**src/rtl/icache_pkg.sv**
```systemverilog
// Shared definitions for the direct-mapped instruction cache front-end.
// Holds the controller state encoding, the line-offset geometry and small
// helpers that split a fetch address into index / tag / word-select fields
// and pick one instruction word out of a cache line.
package icache_pkg;

  localparam int ADDR_BITS     = 64;
  localparam int LINE_BITS     = 512;
  localparam int WORD_BITS     = 32;
  localparam int OFFSET_BITS   = 6;
  localparam int WORD_SEL_BITS = 4;

  typedef enum logic [2:0] {
    IDLE      = 3'd0,
    LOOKUP    = 3'd1,
    MISS_REQ  = 3'd2,
    MISS_WAIT = 3'd3,
    FILL      = 3'd4,
    RESP      = 3'd5
  } state_e;

  // Set index: the idx_bits directly above the line offset (zero-extended).
  function automatic logic [ADDR_BITS-1:0] addr_index(input logic [ADDR_BITS-1:0] addr,
                                                      input int idx_bits);
    return (addr >> OFFSET_BITS) & ((64'd1 << idx_bits) - 64'd1);
  endfunction

  // Tag: everything above the index field (zero-extended).
  function automatic logic [ADDR_BITS-1:0] addr_tag(input logic [ADDR_BITS-1:0] addr,
                                                    input int idx_bits);
    return addr >> (OFFSET_BITS + idx_bits);
  endfunction

  // Word select within the line: addr[5:2].
  function automatic logic [WORD_SEL_BITS-1:0] addr_word_sel(input logic [ADDR_BITS-1:0] addr);
    return addr[OFFSET_BITS-1:2];
  endfunction

  // Word k of a line lives at bits [32k+31:32k].
  function automatic logic [WORD_BITS-1:0] line_word(input logic [LINE_BITS-1:0] line,
                                                     input logic [WORD_SEL_BITS-1:0] sel);
    return line[{sel, 5'b00000} +: WORD_BITS];
  endfunction

endpackage

```
**src/rtl/icache_line_store.sv**
```systemverilog
// Line storage for the direct-mapped instruction cache.
// Ports:
//   clk, rst_n        clock, asynchronous active-low reset (clears valids only)
//   clear_all         synchronous invalidate of every set
//   rd_idx            combinational read index -> rd_valid / rd_tag / rd_data
//   wr_en, wr_idx,
//   wr_tag, wr_data   single write port; installs a line and marks it valid
module icache_line_store
  import icache_pkg::*;
#(
  parameter int SETS       = 8,
  parameter int IDX_W      = 3,
  parameter int TAG_W      = 55,
  parameter int LINE_WIDTH = 512
) (
  input  logic                  clk,
  input  logic                  rst_n,
  input  logic                  clear_all,
  input  logic [IDX_W-1:0]      rd_idx,
  output logic                  rd_valid,
  output logic [TAG_W-1:0]      rd_tag,
  output logic [LINE_WIDTH-1:0] rd_data,
  input  logic                  wr_en,
  input  logic [IDX_W-1:0]      wr_idx,
  input  logic [TAG_W-1:0]      wr_tag,
  input  logic [LINE_WIDTH-1:0] wr_data
);

  logic [SETS-1:0]       valid_q;
  logic [SETS-1:0]       valid_d;
  logic [TAG_W-1:0]      tag_q  [SETS];
  logic [LINE_WIDTH-1:0] data_q [SETS];

  assign rd_valid = valid_q[rd_idx];
  assign rd_tag   = tag_q[rd_idx];
  assign rd_data  = data_q[rd_idx];

  // Next valid vector: clear-all beats a write (the two never coincide in use).
  always_comb begin
    valid_d = valid_q;
    if (clear_all) begin
      valid_d = {SETS{1'b0}};
    end else if (wr_en) begin
      valid_d[wr_idx] = 1'b1;
    end else begin
      valid_d = valid_q;
    end
  end

  // Valid bits are the only state that must come out of reset known.
  always_ff @(posedge clk or negedge rst_n) begin
    if (!rst_n) begin
      valid_q <= {SETS{1'b0}};
    end else begin
      valid_q <= valid_d;
    end
  end

  // Tag and data arrays; contents are meaningless until the valid bit is set.
  always_ff @(posedge clk) begin
    if (wr_en) begin
      tag_q[wr_idx]  <= wr_tag;
      data_q[wr_idx] <= wr_data;
    end
  end

endmodule

```
**src/rtl/icache_line_fill.sv**
```systemverilog
// Direct-mapped instruction cache front-end fed by a 512-bit line fetcher.
// Ports:
//   clk, reset                     clock, asynchronous active-low reset
//   req_valid/req_addr/req_ready   fetch request handshake (one outstanding)
//   resp_valid/resp_insn/
//   resp_addr/resp_ready           instruction response, held until taken
//   flush                          invalidate all lines once back in IDLE
//   fill_enable/fill_addr          one-cycle start pulse + line address to fetcher
//   fill_ready/fill_data           completed line from fetcher
module icache_line_fill
  import icache_pkg::*;
#(
  parameter int BUS_DATA_WIDTH = 64,
  parameter int LINE_WIDTH     = 512,
  parameter int SETS           = 8,
  parameter int INSN_WIDTH     = 32
) (
  input  logic                      clk,
  input  logic                      reset,
  input  logic                      req_valid,
  input  logic [BUS_DATA_WIDTH-1:0] req_addr,
  output logic                      req_ready,
  output logic                      resp_valid,
  output logic [INSN_WIDTH-1:0]     resp_insn,
  output logic [BUS_DATA_WIDTH-1:0] resp_addr,
  input  logic                      resp_ready,
  input  logic                      flush,
  output logic                      fill_enable,
  output logic [BUS_DATA_WIDTH-1:0] fill_addr,
  input  logic                      fill_ready,
  input  logic [LINE_WIDTH-1:0]     fill_data
);

  localparam int IDX_W = $clog2(SETS);
  localparam int TAG_W = BUS_DATA_WIDTH - OFFSET_BITS - IDX_W;

  state_e                    state_q, state_d;
  logic [BUS_DATA_WIDTH-1:0] addr_q, addr_d;
  logic                      flush_pend_q, flush_pend_d;
  logic                      blank_q, blank_d;
  logic                      req_ready_q, req_ready_d;
  logic                      resp_valid_q, resp_valid_d;
  logic [INSN_WIDTH-1:0]     resp_insn_q, resp_insn_d;
  logic [BUS_DATA_WIDTH-1:0] resp_addr_q, resp_addr_d;
  logic                      fill_enable_q, fill_enable_d;
  logic [BUS_DATA_WIDTH-1:0] fill_addr_q, fill_addr_d;

  logic [IDX_W-1:0]          idx_s;
  logic [TAG_W-1:0]          tag_s;
  logic [WORD_SEL_BITS-1:0]  word_sel_s;
  logic                      rd_valid_s;
  logic [TAG_W-1:0]          rd_tag_s;
  logic [LINE_WIDTH-1:0]     rd_data_s;
  logic                      hit_s;
  logic                      flush_now_s;
  logic                      clear_all_s;
  logic                      wr_en_s;

  assign idx_s       = IDX_W'(addr_index(addr_q, IDX_W));
  assign tag_s       = TAG_W'(addr_tag(addr_q, IDX_W));
  assign word_sel_s  = addr_word_sel(addr_q);
  assign hit_s       = rd_valid_s && (rd_tag_s == tag_s);
  // A flush arriving together with a request must win, so it is honoured in
  // the same IDLE cycle rather than waiting for flush_pend to register.
  assign flush_now_s = flush_pend_q | flush;

  // req_ready is gated by a same-cycle flush so a flush+request cycle never
  // completes a handshake; the request is taken in the following cycle.
  assign req_ready   = req_ready_q & ~flush;
  assign resp_valid  = resp_valid_q;
  assign resp_insn   = resp_insn_q;
  assign resp_addr   = resp_addr_q;
  assign fill_enable = fill_enable_q;
  assign fill_addr   = fill_addr_q;

  icache_line_store #(
    .SETS      (SETS),
    .IDX_W     (IDX_W),
    .TAG_W     (TAG_W),
    .LINE_WIDTH(LINE_WIDTH)
  ) u_store (
    .clk      (clk),
    .rst_n    (reset),
    .clear_all(clear_all_s),
    .rd_idx   (idx_s),
    .rd_valid (rd_valid_s),
    .rd_tag   (rd_tag_s),
    .rd_data  (rd_data_s),
    .wr_en    (wr_en_s),
    .wr_idx   (idx_s),
    .wr_tag   (tag_s),
    .wr_data  (fill_data)
  );

  // Controller next-state and next-output logic.
  always_comb begin
    state_d      = state_q;
    addr_d       = addr_q;
    blank_d      = blank_q;
    resp_insn_d  = resp_insn_q;
    resp_addr_d  = resp_addr_q;
    flush_pend_d = flush_pend_q | flush;
    clear_all_s  = 1'b0;
    wr_en_s      = 1'b0;

    case (state_q)
      IDLE: begin
        if (flush_now_s) begin
          clear_all_s  = 1'b1;
          flush_pend_d = 1'b0;
        end else if (req_valid && req_ready_q) begin
          addr_d  = req_addr;
          state_d = LOOKUP;
        end else begin
          state_d = IDLE;
        end
      end
      LOOKUP: begin
        if (hit_s) begin
          resp_insn_d = line_word(rd_data_s, word_sel_s);
          resp_addr_d = addr_q;
          state_d     = RESP;
        end else begin
          state_d = MISS_REQ;
        end
      end
      MISS_REQ: begin
        blank_d = 1'b1;
        state_d = MISS_WAIT;
      end
      MISS_WAIT: begin
        // First cycle ignores fill_ready: it may still be left over from the
        // previous fill.
        if (blank_q) begin
          blank_d = 1'b0;
        end else if (fill_ready) begin
          state_d = FILL;
        end else begin
          state_d = MISS_WAIT;
        end
      end
      FILL: begin
        wr_en_s     = 1'b1;
        resp_insn_d = line_word(fill_data, word_sel_s);
        resp_addr_d = addr_q;
        state_d     = RESP;
      end
      RESP: begin
        if (resp_valid_q && resp_ready) begin
          state_d = IDLE;
        end else begin
          state_d = RESP;
        end
      end
      default: begin
        state_d = IDLE;
      end
    endcase

    // resp_valid rises one cycle after entering RESP and drops on handshake.
    resp_valid_d  = (state_q == RESP) && !(resp_valid_q && resp_ready);
    req_ready_d   = (state_d == IDLE) && !flush_pend_d;
    fill_enable_d = (state_d == MISS_REQ);
    fill_addr_d   = (state_d == MISS_REQ) ?
                    {addr_q[BUS_DATA_WIDTH-1:OFFSET_BITS], {OFFSET_BITS{1'b0}}} :
                    fill_addr_q;
  end

  // Controller state and registered outputs.
  always_ff @(posedge clk or negedge reset) begin
    if (!reset) begin
      state_q       <= IDLE;
      addr_q        <= {BUS_DATA_WIDTH{1'b0}};
      flush_pend_q  <= 1'b0;
      blank_q       <= 1'b0;
      req_ready_q   <= 1'b0;
      resp_valid_q  <= 1'b0;
      resp_insn_q   <= {INSN_WIDTH{1'b0}};
      resp_addr_q   <= {BUS_DATA_WIDTH{1'b0}};
      fill_enable_q <= 1'b0;
      fill_addr_q   <= {BUS_DATA_WIDTH{1'b0}};
    end else begin
      state_q       <= state_d;
      addr_q        <= addr_d;
      flush_pend_q  <= flush_pend_d;
      blank_q       <= blank_d;
      req_ready_q   <= req_ready_d;
      resp_valid_q  <= resp_valid_d;
      resp_insn_q   <= resp_insn_d;
      resp_addr_q   <= resp_addr_d;
      fill_enable_q <= fill_enable_d;
      fill_addr_q   <= fill_addr_d;
    end
  end

endmodule

```
**config.mk**
```make
export PLATFORM = sky130hd
export DESIGN_NAME = icache_line_fill
export DESIGN_NICKNAME = d
export VERILOG_FILES = /design/src/rtl/icache_pkg.sv /design/src/rtl/icache_line_store.sv /design/src/rtl/icache_line_fill.sv
export SDC_FILE = /design/constraint.sdc
export NUM_CORES = 2
export LEC_CHECK = 0
export ABC_CLOCK_PERIOD_IN_PS = 50000
export BUFFER_PORTS_ARGS = -buffer_cell sky130_fd_sc_hd__buf_2
export CORE_MARGIN = 2
export CORE_UTILIZATION = 60
export CTS_CLUSTER_DIAMETER = 30
export DETAILED_ROUTE_END_ITERATION = 12
export PLACE_DENSITY_LB_ADDON = 0.2
export REMOVE_ABC_BUFFERS = 1
export SLEW_MARGIN = 40
export SYNTH_ARGS = -nofsm -noshare
export SYNTH_HDL_FRONTEND = slang
export SYNTH_HIERARCHICAL = 1
export SYNTH_MEMORY_MAX_BITS = 65536
export SYNTH_SLANG_ARGS = --single-unit
```
**constraint.sdc**
```tcl
create_clock -name clk -period 50 [get_ports clk]
set_input_delay 2.5 -clock clk [delete_from_list [all_inputs] [get_ports clk]]
set_output_delay 2.5 -clock clk [all_outputs]
set_load 0.005 [all_outputs]
```
==> results.sh <==
export IMPL_rsz0062_at_grt="false"
export IMPL_min_to="fill_addr[61]$_DFFE_PN0N_"
export IMPL_synth_flop_cell="edfxtp_1"
export IMPL_rr_startpoint="addr_q[7]$_DFFE_PN0P_"
export IMPL_clock_sinks=4770
export IMPL_synth_commonest_cells="4,536 x edfxtp_1, 1,275 x mux4_2, 785 x mux2_2"
export IMPL_worstRegToRegCells=11
export IMPL_crit_fanout=110
export IMPL_r2r_end="resp_insn[1]$_DFFE_PN0P_"
export IMPL_ys_seq_area_frac=0.758
export IMPL_max_stage_delay_ns=0.78
export IMPL_clk_latency_ns=1.06
export IMPL_p_sw_mw=2.92
export IMPL_p_seq_frac=0.394
export IMPL_initial_core_util=0.602
export IMPL_p_int_mw=8.86
export IMPL_drc_errors=0
export IMPL_hold_path_startpoint="fill_addr[61]$_DFFE_PN0N_"
export IMPL_ys_types=54
export IMPL_drt_pass1_iter_count=5
export IMPL_final_setup_viol_count=0
export IMPL_sw_frac_of_total=0.248
export IMPL_grt_usage=0.292
export IMPL_clk_pin_slew_ns=0.06
export IMPL_status="finished clean"
export IMPL_path_cells="buf_6 > buf_4 > buf_12 > buf_4 > buf_4 > buf_12 > mux2_2 > mux4_2 > a22oi_1 > nand4_1 > mux2_2"
export IMPL_gp_congestion=0.769
export IMPL_h_tree_depth=6
export IMPL_die_area_um2=317000
export IMPL_synth_area_um2=187000
export IMPL_dr_first_iter_drc_count=11100
export IMPL_yosys_area_top_type="edfxtp_1"
export IMPL_cts_setup_buffers=0
export IMPL_cts_tree="built"
export IMPL_p_total_mw=11.8
export IMPL_yosysMostFrequentCell="edfxtp_1"
export IMPL_timing_critical_path_arrival_ns=8.08
export IMPL_cts_root_buf="clkbuf_16"
export IMPL_final_min_period_over_clock_period=0.143
export IMPL_ant_nets=0
export IMPL_grt_max_degree=157
export IMPL_cp_end_kind="flop"
export IMPL_dp_hpwl_um=245000
export IMPL_slowest_stage="dfrtp_4"
export IMPL_worst_pin_slew_ns=1.03
export IMPL_wl_per_cell_um=31.9
export IMPL_dieWidth_um=563
export IMPL_synth_top_cells_by_area="edfxtp_1 73%, mux4_2 15%, mux2_2 4.7%, dfrtp_1 3.1%, nand2_1 0.67%"
export IMPL_start_kind="flop"
export IMPL_fin_setup_tns_ns=0
export IMPL_p_comb_frac=0.142
export IMPL_overflow=0
export IMPL_die_y_um=563
export IMPL_finalClockSkew_ns=0.0598
export IMPL_ctsResizeCount=0
export IMPL_p_leak_nw=73.3
export IMPL_first_global_vias=97600
export IMPL_hold_violations=0
export IMPL_worstSetupPathType="reg2reg"
export IMPL_io_buffers=738
export IMPL_synth_edf_count=4536
export IMPL_ir_drop_mv=0.0437
export IMPL_antenna_found_initial=251
export IMPL_ys_ff_latch=4770
export IMPL_fmax_mhz=140
export IMPL_asyncSetResetFlopFracSynth=0.0491
export IMPL_io_pins=745
export IMPL_syn_avg_cell_area_um2=22.8
export IMPL_required_ns=50.93
export IMPL_finalCriticalPeriod_ns=7.15
export IMPL_hold_path_depth=1
export IMPL_grt_pass1_wl_um=671000
export IMPL_synthToLayoutAreaGrowth_pct=19.7
export IMPL_cts_hold_buffers=0
export IMPL_slew_headroom=0.312
export IMPL_num_vias=93200
export IMPL_maxCapViolations=0
export IMPL_hold_path_class="reg2reg"
export IMPL_layout_nets=10100
export IMPL_drive_gt1_frac=0.426
export IMPL_clockBufferDepth=4
export IMPL_yosys_area_top_type_share=0.727
export IMPL_rrSetupSlack_ns=42.85
export IMPL_p_per_area_nw_per_um2=52.5
export IMPL_pwr_share_clk=0.464
export IMPL_rows=205
export IMPL_wirelength_um=460000
export IMPL_core_area_um2=311000
export IMPL_numCtsBuffers=786
export IMPL_cpMostUsedCell="buf_4"
export IMPL_synth_warnings=6
export IMPL_synthCells=8230
export IMPL_slew_viol_final=0
export IMPL_viasPerCell=6.46
[how the worst max path moves through the flow]
stage                                startpoint                             end  slack (ns)  depth (start not counted)
after CTS                 addr_q[6]$_DFFE_PN0P_        resp_insn[1]$_DFFE_PN0P_       41.97                         12
after global routing      addr_q[6]$_DFFE_PN0P_        resp_insn[1]$_DFFE_PN0P_       42.64                         13
after global placement    addr_q[6]$_DFFE_PN0P_        resp_insn[1]$_DFFE_PN0P_       41.92                         12
after detailed placement  addr_q[6]$_DFFE_PN0P_        resp_insn[1]$_DFFE_PN0P_       42.09                         12
final                     addr_q[7]$_DFFE_PN0P_        resp_insn[1]$_DFFE_PN0P_       42.85                         11
after floorplan           addr_q[6]$_DFFE_PN0P_  u_store/data_q[7][0]$_DFFE_PP_      -15.78                          2
[placed cells by master (no fill, tap or decap), types with 79 or more instances in the layout]
master,instances
diode_2,99
buf_4,79
clkbuf_16,792
mux2_2,785
buf_2,737
clkinvlp_4,95
clkinv_2,132
edfxtp_1,4536
dfrtp_1,227
nand2_1,332
mux4_2,1275
nand3_1,115
clkinv_1,105
bufinv_16,106
[logic make-up after synthesis]
family	Yosys count	synth area share
DFF	4770	0.758
buffers and inverters	488	0.0130
AOI/OAI and AO/OA	189	0.00703
other	1	0.0000200
xor gates and xnor gates	33	0.00154
and+or+nand+nor	630	0.0158
muxes	2119	0.204
[power by group through the flow]
| stage | clock network (mW) | registers, mW | logic (mW) |
|---|---|---|---|
| floorplan | 0 | 4.88 | 2.57 |
| global placement | 0 | 4.71 | 1.62 |
| detailed placement | 0 | 4.72 | 1.65 |
| CTS | 5.52 | 4.64 | 1.67 |
| global route | 5.71 | 4.65 | 1.78 |
| finish | 5.47 | 4.64 | 1.67 |
[final cells by class]
cell class,count,area [um^2]
repair buffers,927,6050
fillers,17400,87200
well taps,4140,5180
multi-input cells,2977,43000
clock inverters,622,7310
clock buffers,864,20100
flip-flops and latches,4770,142000
inverters,27,210
diodes,99,248
[registers in the layout, summed over array words and instances, names as in the netlist]
register         cells
u_store/data_q    4096
flush_pend_q         1
u_store/tag_q      440
blank_q              1
req_ready_q          1
resp_addr           64
fill_addr           58
resp_insn           32
fill_enable          1
state_q              3
addr_q              64
u_store/valid_q      8
resp_valid           1
[critical path: cells and delay by family (launching register included)]
kind	cells	cell delay, ns
compound gates	1	0.54
buf+inv	6	3.61
flops	1	0.78
mux	3	1.19
simple gates	1	0.22
[metal layers]
| layer | part of all wire | wire length [um] | track usage | vias up |
|---|---|---|---|---|
| li1 | - | - | - | 37800 |
| met1 | 0.38 | 175000 | 0.400 | 49500 |
| met2 | 0.49 | 224000 | 0.462 | 4733 |
| met3 | 0.095 | 43600 | 0.0758 | 1034 |
| met4 | 0.035 | 16200 | 0.104 | 160 |
| met5 | 0.0020 | 931 | 0 | - |
[per-stage QoR]
stage	std cells	hold slack (ns)	utilization	setup slack [ns]	instance area, um^2
after global routing	14400	0.505	0.720	42.64	224000
after floorplan	7774	0.441	-	-15.78	185000
after CTS	14300	0.498	0.718	41.97	224000
after global placement	12800	0.455	0.628	41.92	196000
final	14400	0.497	0.720	42.85	224000
after detailed placement	12800	0.487	0.630	42.09	196000
(Power assumes the default switching activity.)
